--- src/rtl/dialogue_rx_if.sv ---
// Bundle between the peer link and the dialogue receiver: raw inputs from the
// other board plus the decoded event/status outputs.
interface dialogue_rx_if;
   logic [2:0] dialogue_in;
   logic       rst_n_in;
   logic [2:0] code;
   logic       code_valid;
   logic [1:0] state;
   logic [7:0] peer_score;
   logic [7:0] peer_wrong;
   logic       proto_err;
   logic       link_lost;

   modport master (
      output dialogue_in, rst_n_in,
      input  code, code_valid, state, peer_score, peer_wrong, proto_err, link_lost
   );
   modport slave (
      input  dialogue_in, rst_n_in,
      output code, code_valid, state, peer_score, peer_wrong, proto_err, link_lost
   );
endinterface

--- src/rtl/dialogue_rx.sv ---
// Receive side of the BrainWars dialogue link: sync, glitch filter, event decode,
// peer phase tracking, score counting, protocol error and link timeout flags.
module dialogue_rx #(
   parameter int STABLE_CYCLES  = 4,
   parameter int TIMEOUT_CYCLES = 6600
) (
   input logic        clk,
   input logic        rst,
   dialogue_rx_if.slave bus
);
   localparam logic [2:0]  C_IDLE    = 3'd0;
   localparam logic [2:0]  C_READY   = 3'd1;
   localparam logic [2:0]  C_START   = 3'd2;
   localparam logic [2:0]  C_CORRECT = 3'd3;
   localparam logic [2:0]  C_WRONG   = 3'd4;
   localparam logic [2:0]  C_FINISH  = 3'd5;
   localparam logic [2:0]  C_RSV6    = 3'd6;
   localparam logic [3:0]  ACC_REPS  = 4'(STABLE_CYCLES - 1);
   localparam logic [15:0] TMO       = 16'(TIMEOUT_CYCLES);

   typedef enum logic [1:0] {S_WAIT_PEER, S_READY, S_PLAYING, S_DONE} state_t;

   logic [2:0]  din_s1, din_s2, prev, filt, code_q;
   logic        rn_s1, rn_s2, vld_q, perr_q, lost_q;
   logic [3:0]  cnt, reps;
   logic [7:0]  score_q, wrong_q;
   logic [15:0] tcnt;
   state_t      st, nxt;
   logic        peer_rst, accept, evt, inc_sc, inc_wr, set_err;

   // Peer reset sync idles high so a local reset does not look like a peer reset.
   always_ff @(posedge clk) begin
      if (rst) begin
         din_s1 <= '0;
         din_s2 <= '0;
         rn_s1  <= 1'b1;
         rn_s2  <= 1'b1;
      end else begin
         din_s1 <= bus.dialogue_in;
         din_s2 <= din_s1;
         rn_s1  <= bus.rst_n_in;
         rn_s2  <= rn_s1;
      end
   end

   assign peer_rst = !rn_s2;
   // reps = repeats of the current sample beyond the first one
   assign reps     = (din_s2 != prev) ? 4'd0 : ((cnt == 4'hF) ? 4'hF : cnt + 4'd1);
   assign accept   = (reps >= ACC_REPS) && (din_s2 != filt);
   assign evt      = accept && (din_s2 != C_IDLE);

   always_comb begin
      nxt     = st;
      inc_sc  = 1'b0;
      inc_wr  = 1'b0;
      set_err = 1'b0;
      if (evt) begin
         if (st != S_DONE && din_s2 >= C_RSV6) set_err = 1'b1;
         else begin
            unique case (st)
               S_WAIT_PEER: if (din_s2 == C_READY) nxt = S_READY; else set_err = 1'b1;
               S_READY: begin
                  if (din_s2 == C_START) nxt = S_PLAYING;
                  else if (din_s2 != C_READY) set_err = 1'b1;
               end
               S_PLAYING: begin
                  case (din_s2)
                     C_CORRECT: inc_sc  = 1'b1;
                     C_WRONG:   inc_wr  = 1'b1;
                     C_FINISH:  nxt     = S_DONE;
                     default:   set_err = 1'b1;
                  endcase
               end
               S_DONE: ;
            endcase
         end
      end
   end

   always_ff @(posedge clk) begin
      if (rst || peer_rst) st <= S_WAIT_PEER;
      else                 st <= nxt;
   end

   always_ff @(posedge clk) begin
      if (rst || peer_rst) begin
         prev    <= '0;
         cnt     <= '0;
         filt    <= '0;
         code_q  <= '0;
         vld_q   <= 1'b0;
         score_q <= '0;
         wrong_q <= '0;
         perr_q  <= 1'b0;
         lost_q  <= 1'b0;
         tcnt    <= '0;
      end else begin
         prev  <= din_s2;
         cnt   <= reps;
         vld_q <= evt;
         if (accept) filt <= din_s2;
         if (evt) code_q <= din_s2;
         if (inc_sc && score_q != 8'hFF) score_q <= score_q + 8'd1;
         if (inc_wr && wrong_q != 8'hFF) wrong_q <= wrong_q + 8'd1;
         if (set_err) perr_q <= 1'b1;
         // An event on the expiry edge wins, so expiry is only checked without one.
         if (evt) tcnt <= '0;
         else if (st == S_PLAYING && tcnt != TMO) begin
            tcnt <= tcnt + 16'd1;
            if (tcnt + 16'd1 == TMO) lost_q <= 1'b1;
         end
      end
   end

   assign bus.code       = code_q;
   assign bus.code_valid = vld_q;
   assign bus.state      = st;
   assign bus.peer_score = score_q;
   assign bus.peer_wrong = wrong_q;
   assign bus.proto_err  = perr_q;
   assign bus.link_lost  = lost_q;
endmodule

--- src/flat_wrapper.sv ---
// flat-port wrapper written by rule: the top's interface ports become plain ports
module dialogue_rx_flat 
#(
   parameter int STABLE_CYCLES  = 4,
   parameter int TIMEOUT_CYCLES = 6600
)
  (clk, rst, bus_dialogue_in, bus_rst_n_in, bus_code, bus_code_valid, bus_state, bus_peer_score, bus_peer_wrong, bus_proto_err, bus_link_lost);
  dialogue_rx_if bus_i ();
  input logic clk;
  input logic rst;
  input wire logic [$bits(bus_i.dialogue_in)-1:0] bus_dialogue_in;
  input wire logic [$bits(bus_i.rst_n_in)-1:0] bus_rst_n_in;
  output wire logic [$bits(bus_i.code)-1:0] bus_code;
  output wire logic [$bits(bus_i.code_valid)-1:0] bus_code_valid;
  output wire logic [$bits(bus_i.state)-1:0] bus_state;
  output wire logic [$bits(bus_i.peer_score)-1:0] bus_peer_score;
  output wire logic [$bits(bus_i.peer_wrong)-1:0] bus_peer_wrong;
  output wire logic [$bits(bus_i.proto_err)-1:0] bus_proto_err;
  output wire logic [$bits(bus_i.link_lost)-1:0] bus_link_lost;
  assign bus_i.dialogue_in = bus_dialogue_in;
  assign bus_i.rst_n_in = bus_rst_n_in;
  assign bus_code = bus_i.code;
  assign bus_code_valid = bus_i.code_valid;
  assign bus_state = bus_i.state;
  assign bus_peer_score = bus_i.peer_score;
  assign bus_peer_wrong = bus_i.peer_wrong;
  assign bus_proto_err = bus_i.proto_err;
  assign bus_link_lost = bus_i.link_lost;
  dialogue_rx #(.STABLE_CYCLES(STABLE_CYCLES), .TIMEOUT_CYCLES(TIMEOUT_CYCLES)) u_core (.clk(clk), .rst(rst), .bus(bus_i));
endmodule
--- config.mk ---
export PLATFORM = sky130hd
export DESIGN_NAME = dialogue_rx_flat
export DESIGN_NICKNAME = d
export VERILOG_FILES = /design/src/rtl/dialogue_rx_if.sv /design/src/rtl/dialogue_rx.sv /design/src/flat_wrapper.sv
export SDC_FILE = /design/constraint.sdc
export NUM_CORES = 1
export LEC_CHECK = 0
export ABC_CLOCK_PERIOD_IN_PS = 3000
export CAP_MARGIN = 25
export CORE_MARGIN = 8
export CORE_UTILIZATION = 45
export DETAILED_ROUTE_END_ITERATION = 8
export MAX_ROUTING_LAYER = met4
export PLACE_DENSITY = 0.66
export SYNTH_ARGS = -nofsm -noshare
export SYNTH_HDL_FRONTEND = slang
export SYNTH_SLANG_ARGS = --single-unit
--- constraint.sdc ---
create_clock -name clk -period 3 [get_ports clk]
set_input_delay 0.45 -clock clk [delete_from_list [all_inputs] [get_ports clk]]
set_output_delay 0.45 -clock clk [all_outputs]
set_load 0.05 [all_outputs]
* Yosys cells after proc, flatten, opt, wreduce, memory -nomap -nowiden
Cells that the tools add are included.
Cells by class: $add $sub $neg 4, magnitude comparators 2, equal/unequal tests 19, mux-type cells 21, bitwise gates (word level) 2, reduce and logical (&&, ||, !) cells 15
Operators by type and width (number):
- 16-bit by 1-bit adder with 16-bit output, second input constant | 1
- 8-bit by 1-bit adder with 8-bit output, second input constant | 2
- 16-bit by 13-bit == test with 1-bit output, second input constant | 1
- 16-bit by 13-bit != test with 1-bit output, second input constant | 1
- 8-bit != test, second input constant | 2
- 1-bit two-way mux | 14
- 4-bit two-way mux | 2
- 3-bit by 2-bit == test with 1-bit output, second input constant | 2
- 3-bit == test, second input constant | 2
- 1-bit logical AND | 6
- 2-bit two-way mux | 3
- 3-bit != test | 2
- 2-bit case mux with 3 select lines | 1
- 6-bit AND reduction | 1
- 3-bit nonzero test | 2
- 4-bit by 1-bit adder with 4-bit output, second input constant | 1
- 4-bit == test, second input constant | 1
- 4-bit by 2-bit greater-or-equal comparator with 1-bit output, second input constant | 1
- 2-bit by 1-bit != test with 1-bit output, second input constant | 2
- 2-bit != test, second input constant | 2
- 3-bit by 1-bit == test with 1-bit output, second input constant | 1
- 3-bit greater-or-equal comparator, second input constant | 1
- 3-bit by 1-bit != test with 1-bit output, second input constant | 1
- 1-bit case mux with 3 select lines | 1
- 9 further kinds | 10
Storage, ports and cells: flip-flop bits (word level) 58, input bits 6, output and inout bits 24

* Depth between registers and ports, before layout
Gate-level depths: netlist (run 1).
word-level depth 8, depth in mapped cells 10, gate-level depth less buffers 8

* Least setup slack after synthesis (run 1)
Ideal clock, no wire load.
path kind register -> register, start point register u_core.st[1], in the netlist u_core.bus.state[1], end point register u_core.score_q[5], in the netlist u_core.bus.peer_score[5], library setup time 0.135 ns, data arrival time 2.208 ns, data required time 2.865 ns, path slack 0.657 ns, cell stages (with the launch flop) 8, buffers on the path 1, clock period less this slack 2.343 ns, cell sequence dfxtp_1 > ha_1 > and3_1 > o211ai_1 > or3_1 > clkbuf_1 > o311ai_0 > o41ai_1
On the way: cells in the longest elaborated chain, start to end 5
RTL lines:
- start: declaration | RTL line dialogue_rx.sv:28 | state_t st, nxt;
- start signal: assignment | RTL line dialogue_rx.sv:82 | else st <= nxt;
- 2-bit == test or 2-bit != test (tied branches) | RTL line dialogue_rx.sv:60, dialogue_rx.sv:58
- 1-bit two-way mux or 1-bit logical AND (tied branches) | RTL line dialogue_rx.sv:60, dialogue_rx.sv:58
- 1-bit two-way mux (*) | RTL line dialogue_rx.sv:58 | if (st != S_DONE && din_s2 >= C_RSV6) set_err = 1'b1;
- 1-bit two-way mux (*) | RTL line dialogue_rx.sv:57 | if (evt) begin
- 1-bit logical AND (*) | RTL line dialogue_rx.sv:103 | if (inc_sc && score_q != 8'hFF) score_q <= score_q + 8'd1;
- end signal: assignment | RTL line dialogue_rx.sv:103
- end: declaration | RTL line dialogue_rx.sv:26 | logic [7:0] score_q, wrong_q;
Every way passes the cells marked *; elsewhere a longest branch is shown, timed or not. A chain may end at the register's enable or synchronous reset.

* Worst setup path in the final report (run 1)
start point register u_core.tcnt[3], end point register u_core.tcnt[2]
On the way: cells in the longest elaborated chain, start to end 2
RTL lines:
- start: declaration | RTL line dialogue_rx.sv:27 | logic [15:0] tcnt;
- start signal: assignment | RTL line dialogue_rx.sv:109 | tcnt <= tcnt + 16'd1;
- 16-bit by 13-bit != test with 1-bit output | RTL line dialogue_rx.sv:108 | else if (st == S_PLAYING && tcnt != TMO) begin
- 1-bit logical AND | RTL line dialogue_rx.sv:108
Every way passes these cells.

==> summary.md, run 1 <==
• 0.00720 ns — Post-Route Skew
• 3 — H-tree depth reported by CTS
• 43.2% — Max-Slew Margin vs Limit
• 95.6 µm — die outline width
• 0.33 ns — worst-skew pair later-pin latency
• 0 ns — Setup TNS Final
• register to register — kind of critical path
• 386 — number of nets in the finished design
• 41.8% — power share of the clock group
• 0 — DRC
• 0.851 ns — slew at the pin closest to its max-slew limit
• 1.16 mW — Cell Int Power
• register — critical path endpoint category
• 0.413 ns — Hold Slack
• sky130_fd_sc_hd__dfxtp_1 — primary flip-flop cell chosen by synthesis mapping
• u_core.tcnt[2]$_SDFFE_PP0P_ — RR Endpoint
• register — startpoint kind of the worst setup timing path
• 13.0 µm — Routed WL per cell
• 83.3% — share of the clock period used by the worst path
• 30 — Top-Level Pins
• 10.4% — complex-gate fraction of the synthesized area
• 22.4% — switching portion of total power
• 58 — TritonCTS Sinks
• u_core.tcnt[3]$_SDFFE_PP0P_ — FF-to-FF Start
• 22 — largest net degree at the start of global routing
• 0.00915 mm² — full die area
• 5.26% — adder and majority cell fraction of the synthesized area
• 0 — number of synthesized flops with an enable pin
• complete, no violations — result of the run
• 2272 — vias in the first global route
• 17.3% — synthesis-to-finish area growth
• 1 — worst hold path cell count
• sky130_fd_sc_hd__clkbuf_8 — root cell of the clock tree
• 0.50 ns — setup slack of the worst register-to-register path
• 0.00285 mm² — Syn Std Cell Area
• u_core.tcnt[3]$_SDFFE_PP0P_ — launch point of the worst path
• 0 — Post-CTS Setup Bufs
• 0 — antenna cell count
• 44 — Yosys cell types
• 0 — remaining global-route overflow
• 3.22 ns — CP Data Required Time
• 590 — Filler Cell Count
• 58 — post-synthesis register bit count
• 0 — max-slew violation count
• 0.06 ns — post-CTS clock slew at the launch and capture registers of the worst setup and hold paths
• simple AND/OR/NAND/NOR gates — largest family of logic cells by synthesized area
• 447 mW/mm² — power density cells
• 0.308 mV — largest vdd supply drop
• 1.17 nW — Static Leak
• 0 — Warnings, synthesis
• 18 — maximum fanout encountered on the critical timing path
• 0.334 mW — Sw Pwr
• 0 — final-report hold violation count
• 6 — reg2reg path depth
• 1.50 mW — post-layout power
• 0 — CTS Hold Buffers Added
• 0% — share of async-settable or async-resettable flops after synthesis
• 29 — Port Buffer Count
• 2.50 ns — time the worst path needs with I/O delays and setup
• 9.51% — area share of xor/xnor cells in the synthesized design
• 2359 — DR vias
• 0.00624 mm² — Core Area
• 29 — total number of placement rows
• 52.9% — share of total power in sequential cells
• 400 MHz — Max Fclk
• u_core.tcnt[2]$_SDFFE_PP0P_ — worst setup path endpoint
• 8.34 µm² — Avg Inst Size Synth
• 28.8% — share of synthesized cell area in and, or, nand and nor gates
• register to register — worst hold path class
• 5.3% — combinational power share
• 5.79 mm — Routed WL
• 10.1 mm — first-pass GRT wire length
• 0.856 — final weighted congestion in routability-driven placement
• 360 — syn_nets
• 2 — Clock Path Buffers
• 9 — total clock buffers created by CTS
• 4 — number of iterations in the first detailed-routing pass
• 342 — instance count of the mapped netlist
• 0 — Resized cells post-CTS
• 14.2% — global-route usage over all layers
• 0 — number of max-cap violations
• 98 — number of DRC markers in iteration 0
• 0 — number of failing setup endpoints in the final timing report
• 2.72 ns — arrival time of data at the critical path endpoint
• 0 — remaining antenna violation count after routing
• false — setup repair after global routing missed its margin
• 5.29 — per-cell via count in the routed design
• 0 — number of antenna violations at the first check in global routing
• 95.6 µm — die height
• 45.7% — Starting Density
• 1.05% — share of cell area taken by muxes after synthesis
• 4.11 mm — placed wire-length estimate
• done — clock tree from TritonCTS
• 6.23% — fraction of layout instances using a drive strength above 1
• 40.7% — register area share after synthesis
==> per-layer routing <==
layer | share of wire (%) | vias up | GRT usage (%)
met4 | 1.6 | 0 | 7.04
met3 | 5.4 | 9 | 4.25
met5 | 0 | - | -
li1 | - | 1237 | -
met1 | 51 | 1069 | 17.1
met2 | 42 | 44 | 21.2
==> layout by cell type (no fill, tap or decap), drive strengths merged, types with 4 or more instances in the layout <==
cell type and count:
a21oi 19, a31oi 4, buf 4, clkbuf 12, clkdlybuf4s50 29, dfxtp 58
ha 12, inv 9, nand2 29, nand2b 6, nand3 20, nand4 9
nor2 45, nor2b 9, nor3 12, nor4 8, o21ai 9, or2 5
xnor2 13, xor2 18
==> synth_stat cells, drive strengths merged, types with 2 or more instances <==
library cell / instances / area, µm²
ha: 12 / 150
nand2: 29 / 109
dfxtp: 58 / 1160
nor4: 8 / 50.1
a211oi: 2 / 15.0
xnor2: 13 / 114
or3b: 2 / 17.5
nand4: 9 / 56.3
or4: 3 / 22.5
or2: 5 / 31.3
o311ai: 2 / 17.5
nand2b: 6 / 37.5
o41ai: 2 / 17.5
nor3: 12 / 60.1
nor2: 45 / 169
clkbuf: 15 / 56.3
and2: 3 / 18.8
or4b: 2 / 20.0
nand3: 20 / 100
a21oi: 19 / 95.1
a31oi: 4 / 25.0
o31ai: 3 / 22.5
buf: 3 / 31.3
and3: 3 / 18.8
o21a: 2 / 15.0
mux2i: 3 / 30.0
nor4b: 3 / 26.3
nor2b: 9 / 56.3
xor2: 18 / 158
o211ai: 2 / 15.0
inv: 9 / 33.8
o21ai: 9 / 45.0
==> registers in the layout (all words and copies together) (netlist names) <==
| signal | count |
|---|---|
| u_core.bus.link_lost | 1 |
| u_core.bus.peer_score | 8 |
| u_core.bus.state | 2 |
| u_core.rn_s2 | 1 |
| u_core.tcnt | 16 |
| u_core.din_s2 | 3 |
| u_core.bus.proto_err | 1 |
| u_core.bus.peer_wrong | 8 |
| u_core.din_s1 | 3 |
| u_core.bus.code | 3 |
| u_core.cnt | 4 |
| u_core.bus.code_valid | 1 |
| u_core.filt | 3 |
| u_core.prev | 3 |
| u_core.rn_s1 | 1 |
==> power groups by stage <==
stage	Clock [mW]	Combinational (mW)	Sequential, mW
2_1_floorplan	0	0.0547	0.805
3_3_place_gp	0	0.0793	0.808
3_5_place_dp	0	0.0801	0.808
4_1_cts	0.646	0.0803	0.791
5_1_grt	0.683	0.0894	0.792
6_report	0.625	0.0796	0.791
==> metrics by stage <==
stage | worst slack, ns | utilization (%) | instance area [µm²] | std cells
final | 0.500 | 53.6 | 3350 | 446
after CTS | 0.502 | 53.6 | 3350 | 446
after global placement | 0.559 | 51.0 | 3180 | 434
after floorplan | 0.657 | - | 2850 | 342
after detailed placement | 0.519 | 51.0 | 3180 | 434
after global routing | 0.295 | 53.6 | 3350 | 446
==> final cells by class <==
cell class	count	area (µm²)	area share, %
Timing Repair Buffer	33	320	9.57
Tap cell	77	96.3	2.88
Clock buffer	12	165	4.93
Multi-Input combinational cell	257	1570	46.9
Inverter	9	33.8	1.01
Sequential cell	58	1160	34.7
==> critical path, stage by stage (launching register included) <==
cell and delay [ns]:
sky130_fd_sc_hd__dfxtp_1 0.40, sky130_fd_sc_hd__or3b_1 0.38, sky130_fd_sc_hd__or4_1 0.47, sky130_fd_sc_hd__o41a_1 0.69
sky130_fd_sc_hd__nand2_1 0.20, sky130_fd_sc_hd__xor2_1 0.19, sky130_fd_sc_hd__nor2_1 0.05
==> cells by family (layout without fill, tap and decap cells) <==
| kind of cell | count (synthesis) | count (layout) |
|---|---|---|
| mux | 3 | 3 |
| fa+ha+maj | 12 | 12 |
| flops | 58 | 58 |
| buf+inv | 27 | 54 |
| xor+xnor | 31 | 31 |
| simple gates | 163 | 163 |
| compound gates | 48 | 48 |
==> how the worst min path moves through the flow <==
stage | start | endpoint | slack, ns
2_1_floorplan | u_core.rn_s1$_SDFF_PP1_ | u_core.rn_s2$_SDFF_PP1_ | 0.39
3_3_place_gp | u_core.rn_s1$_SDFF_PP1_ | u_core.rn_s2$_SDFF_PP1_ | 0.39
3_5_place_dp | u_core.rn_s1$_SDFF_PP1_ | u_core.rn_s2$_SDFF_PP1_ | 0.40
4_1_cts | u_core.rn_s1$_SDFF_PP1_ | u_core.rn_s2$_SDFF_PP1_ | 0.42
5_1_grt | u_core.rn_s1$_SDFF_PP1_ | u_core.rn_s2$_SDFF_PP1_ | 0.44
6_report | u_core.rn_s1$_SDFF_PP1_ | u_core.rn_s2$_SDFF_PP1_ | 0.41
Note: power is estimated with default switching activity, not from simulation.
==> run 2: changes to the inputs <==
--- a/config.mk
+++ b/config.mk
@@ -5,13 +5,13 @@
 export SDC_FILE = /design/constraint.sdc
 export NUM_CORES = 1
 export LEC_CHECK = 0
-export ABC_CLOCK_PERIOD_IN_PS = 3000
+export ABC_CLOCK_PERIOD_IN_PS = 2100
 export CAP_MARGIN = 25
 export CORE_MARGIN = 8
 export CORE_UTILIZATION = 45
 export DETAILED_ROUTE_END_ITERATION = 8
 export MAX_ROUTING_LAYER = met4
-export PLACE_DENSITY = 0.66
+export PLACE_DENSITY = 0.68
 export SYNTH_ARGS = -nofsm -noshare
 export SYNTH_HDL_FRONTEND = slang
 export SYNTH_SLANG_ARGS = --single-unit
==> constraint.sdc (replaced) <==
create_clock -name clk -period 2.1 [get_ports clk]
set_input_delay 0.315 -clock clk [delete_from_list [all_inputs] [get_ports clk]]
set_output_delay 0.315 -clock clk [all_outputs]
set_load 0.05 [all_outputs]
==> run 2 against run 1 <==
Final area grew 11%; count of clock-buffer cells in the layout shrank 1; highest routed layer unchanged; worst setup slack lost 0.47 ns; clock skew shrank 0.0011 ns; via count grew 8.8%.
==> summary.md, run 2 (synthesized netlist as in run 1, its figures left out) <==
• 2 — Clock Path Buffers
• 2.07 ns — time the worst path needs with I/O delays and setup
• register to register — worst hold path class
• 13.0 µm — Routed WL per cell
• 0 — remaining global-route overflow
• 98.4% — share of the clock period used by the worst path
• 0 — number of antenna violations at the first check in global routing
• sky130_fd_sc_hd__dfxtp_1 (48), sky130_fd_sc_hd__nor2_1 (44), sky130_fd_sc_hd__buf_4 (35), sky130_fd_sc_hd__nand2_1 (29), sky130_fd_sc_hd__clkdlybuf4s50_1 (29) — most frequent cells in the layout
• u_core.tcnt — Reg with most FFs
• 2477 — vias in the first global route
• 421 — number of nets in the finished design
• 3 — H-tree depth reported by CTS
• 586 mW/mm² — power density cells
• register — critical path endpoint category
• 5.29 — per-cell via count in the routed design
• 6.32 mm — Routed WL
• 30 — Top-Level Pins
• 58 — TritonCTS Sinks
• 0 — number of failing setup endpoints in the final timing report
• sky130_fd_sc_hd__dfxtp_1 — commonest non-fill, non-tap cell in the layout
• 1.37 nW — Static Leak
• 16 — max FFs per register
• 0.00610 ns — Post-Route Skew
• 2567 — DR vias
• register to register — kind of critical path
• true — setup repair after global routing missed its margin
• done — clock tree from TritonCTS
• 0.00915 mm² — full die area
• 4.69 mm — placed wire-length estimate
• complete, no violations — result of the run
• 30.3% — synthesis-to-finish area growth
• 95.6 µm — die outline width
• 0.00344 mm² — Cell Area, Placed
• 54.6% — Max-Slew Margin vs Limit
• 0.06 ns — post-CTS clock slew at the launch and capture registers of the worst setup and hold paths
• 10.9 mm — first-pass GRT wire length
• 17 — largest net degree at the start of global routing
• 0.34 ns — worst-skew pair later-pin latency
• 0 — max-slew violation count
• register — startpoint kind of the worst setup timing path
• 95.6 µm — die height
• 0 — final-report hold violation count
• 0.421 mV — largest vdd supply drop
• 9 — total clock buffers created by CTS
• 485 — count of placed standard cells in the final layout, fillers left out
• 127 — number of DRC markers in iteration 0
• 0 — number of max-cap violations
• 0 — remaining antenna violation count after routing
• 0.675 ns — slew at the pin closest to its max-slew limit
• 2.29 ns — arrival time of data at the critical path endpoint
• 466 — # placed instances
• 29 — Port Buffer Count
• 4 — number of iterations in the first detailed-routing pass
• 20.6% — fraction of layout instances using a drive strength above 1
• 555 — Filler Cell Count
• 484 MHz — Max Fclk
• 2.32 ns — CP Data Required Time
• 45.7% — Starting Density
• 7 — maximum fanout encountered on the critical timing path
• 0 — antenna cell count
• sky130_fd_sc_hd__clkbuf_8 — root cell of the clock tree
• 0.00624 mm² — Core Area
• 0.876 — final weighted congestion in routability-driven placement
• 0.00372 mm² — final instance area
• 29 — total number of placement rows
• 15.5% — global-route usage over all layers
• 0 — DRC
[run 2: cell types whose count changed in the layout (fill, tap and decap cells not counted), sizes merged]
cell      before  now
clkinv         0    3
clkinvlp       0    1
inv            9   10
buf            4   39
clkbuf        12   11
[run 2: path summary, 6_finish.rpt]
kind         slack, ns                         from  cells after the start                            to
max reg2reg       0.03  u_core.tcnt[4]$_SDFFE_PP0P_                      7  u_core.tcnt[14]$_SDFFE_PP0P_
min reg2reg       0.42      u_core.rn_s1$_SDFF_PP1_                      1       u_core.rn_s2$_SDFF_PP1_
max               0.03  u_core.tcnt[4]$_SDFFE_PP0P_                      7  u_core.tcnt[14]$_SDFFE_PP0P_
min               0.42      u_core.rn_s1$_SDFF_PP1_                      1       u_core.rn_s2$_SDFF_PP1_
[run 2: worst max-delay path: stages (launching register included)]
cell and delay (ns):
sky130_fd_sc_hd__dfxtp_2 0.32, sky130_fd_sc_hd__or3b_4 0.38, sky130_fd_sc_hd__or4_1 0.40, sky130_fd_sc_hd__o41a_1 0.37, sky130_fd_sc_hd__buf_6 0.16, sky130_fd_sc_hd__nand4_1 0.09
sky130_fd_sc_hd__xor2_1 0.17, sky130_fd_sc_hd__nor2_1 0.06
[run 2: power breakdown]
| group | internal [mW] | switching [mW] | leakage [nW] |
|---|---|---|---|
| Sequential | 1.11 | 0.0101 | 0.475 |
| Clock | 0.454 | 0.438 | 0.0894 |
| Combinational | 0.0746 | 0.0895 | 0.801 |
[run 2: per-layer routing]
layer  track usage, %  part of all wire, %
met5                -                    0
met4             7.94                  2.2
met3             3.39                  4.5
met2             24.7                   48
met1             18.1                   46
[run 2: final cells by class]
cell class	instances	area, µm²	area share [%]
Multi-Input combinational cell	257	1650	44.3
Clock inverter	5	28.8	0.774
Clock buffer	11	141	3.80
Sequential cell	58	1180	31.7
Timing Repair Buffer	68	592	15.9
Inverter	9	33.8	0.909
Tap cell	77	96.3	2.59
[run 2: repair_timing]
action,in CTS,in global routing
buffers inserted,0,2
pin swaps,0,7
hold buffers,0,0
gates resized for setup,1,23
gates cloned,0,1
setup endpoints to repair,3,24
[run 2: metrics by stage]
stage	utilization, %	TNS [ns]	hold slack [ns]	total power, mW	worst slack, ns
2_1_floorplan	-	0	0.387	1.23	0.0234
3_3_place_gp	55.1	0	0.395	1.29	0.0309
3_5_place_dp	55.1	-0.0220	0.411	1.29	-0.0220
4_1_cts	57.9	-0.0202	0.426	2.19	-0.0153
5_1_grt	59.6	-0.554	0.453	2.28	-0.0759
6_report	59.6	0	0.420	2.18	0.0342
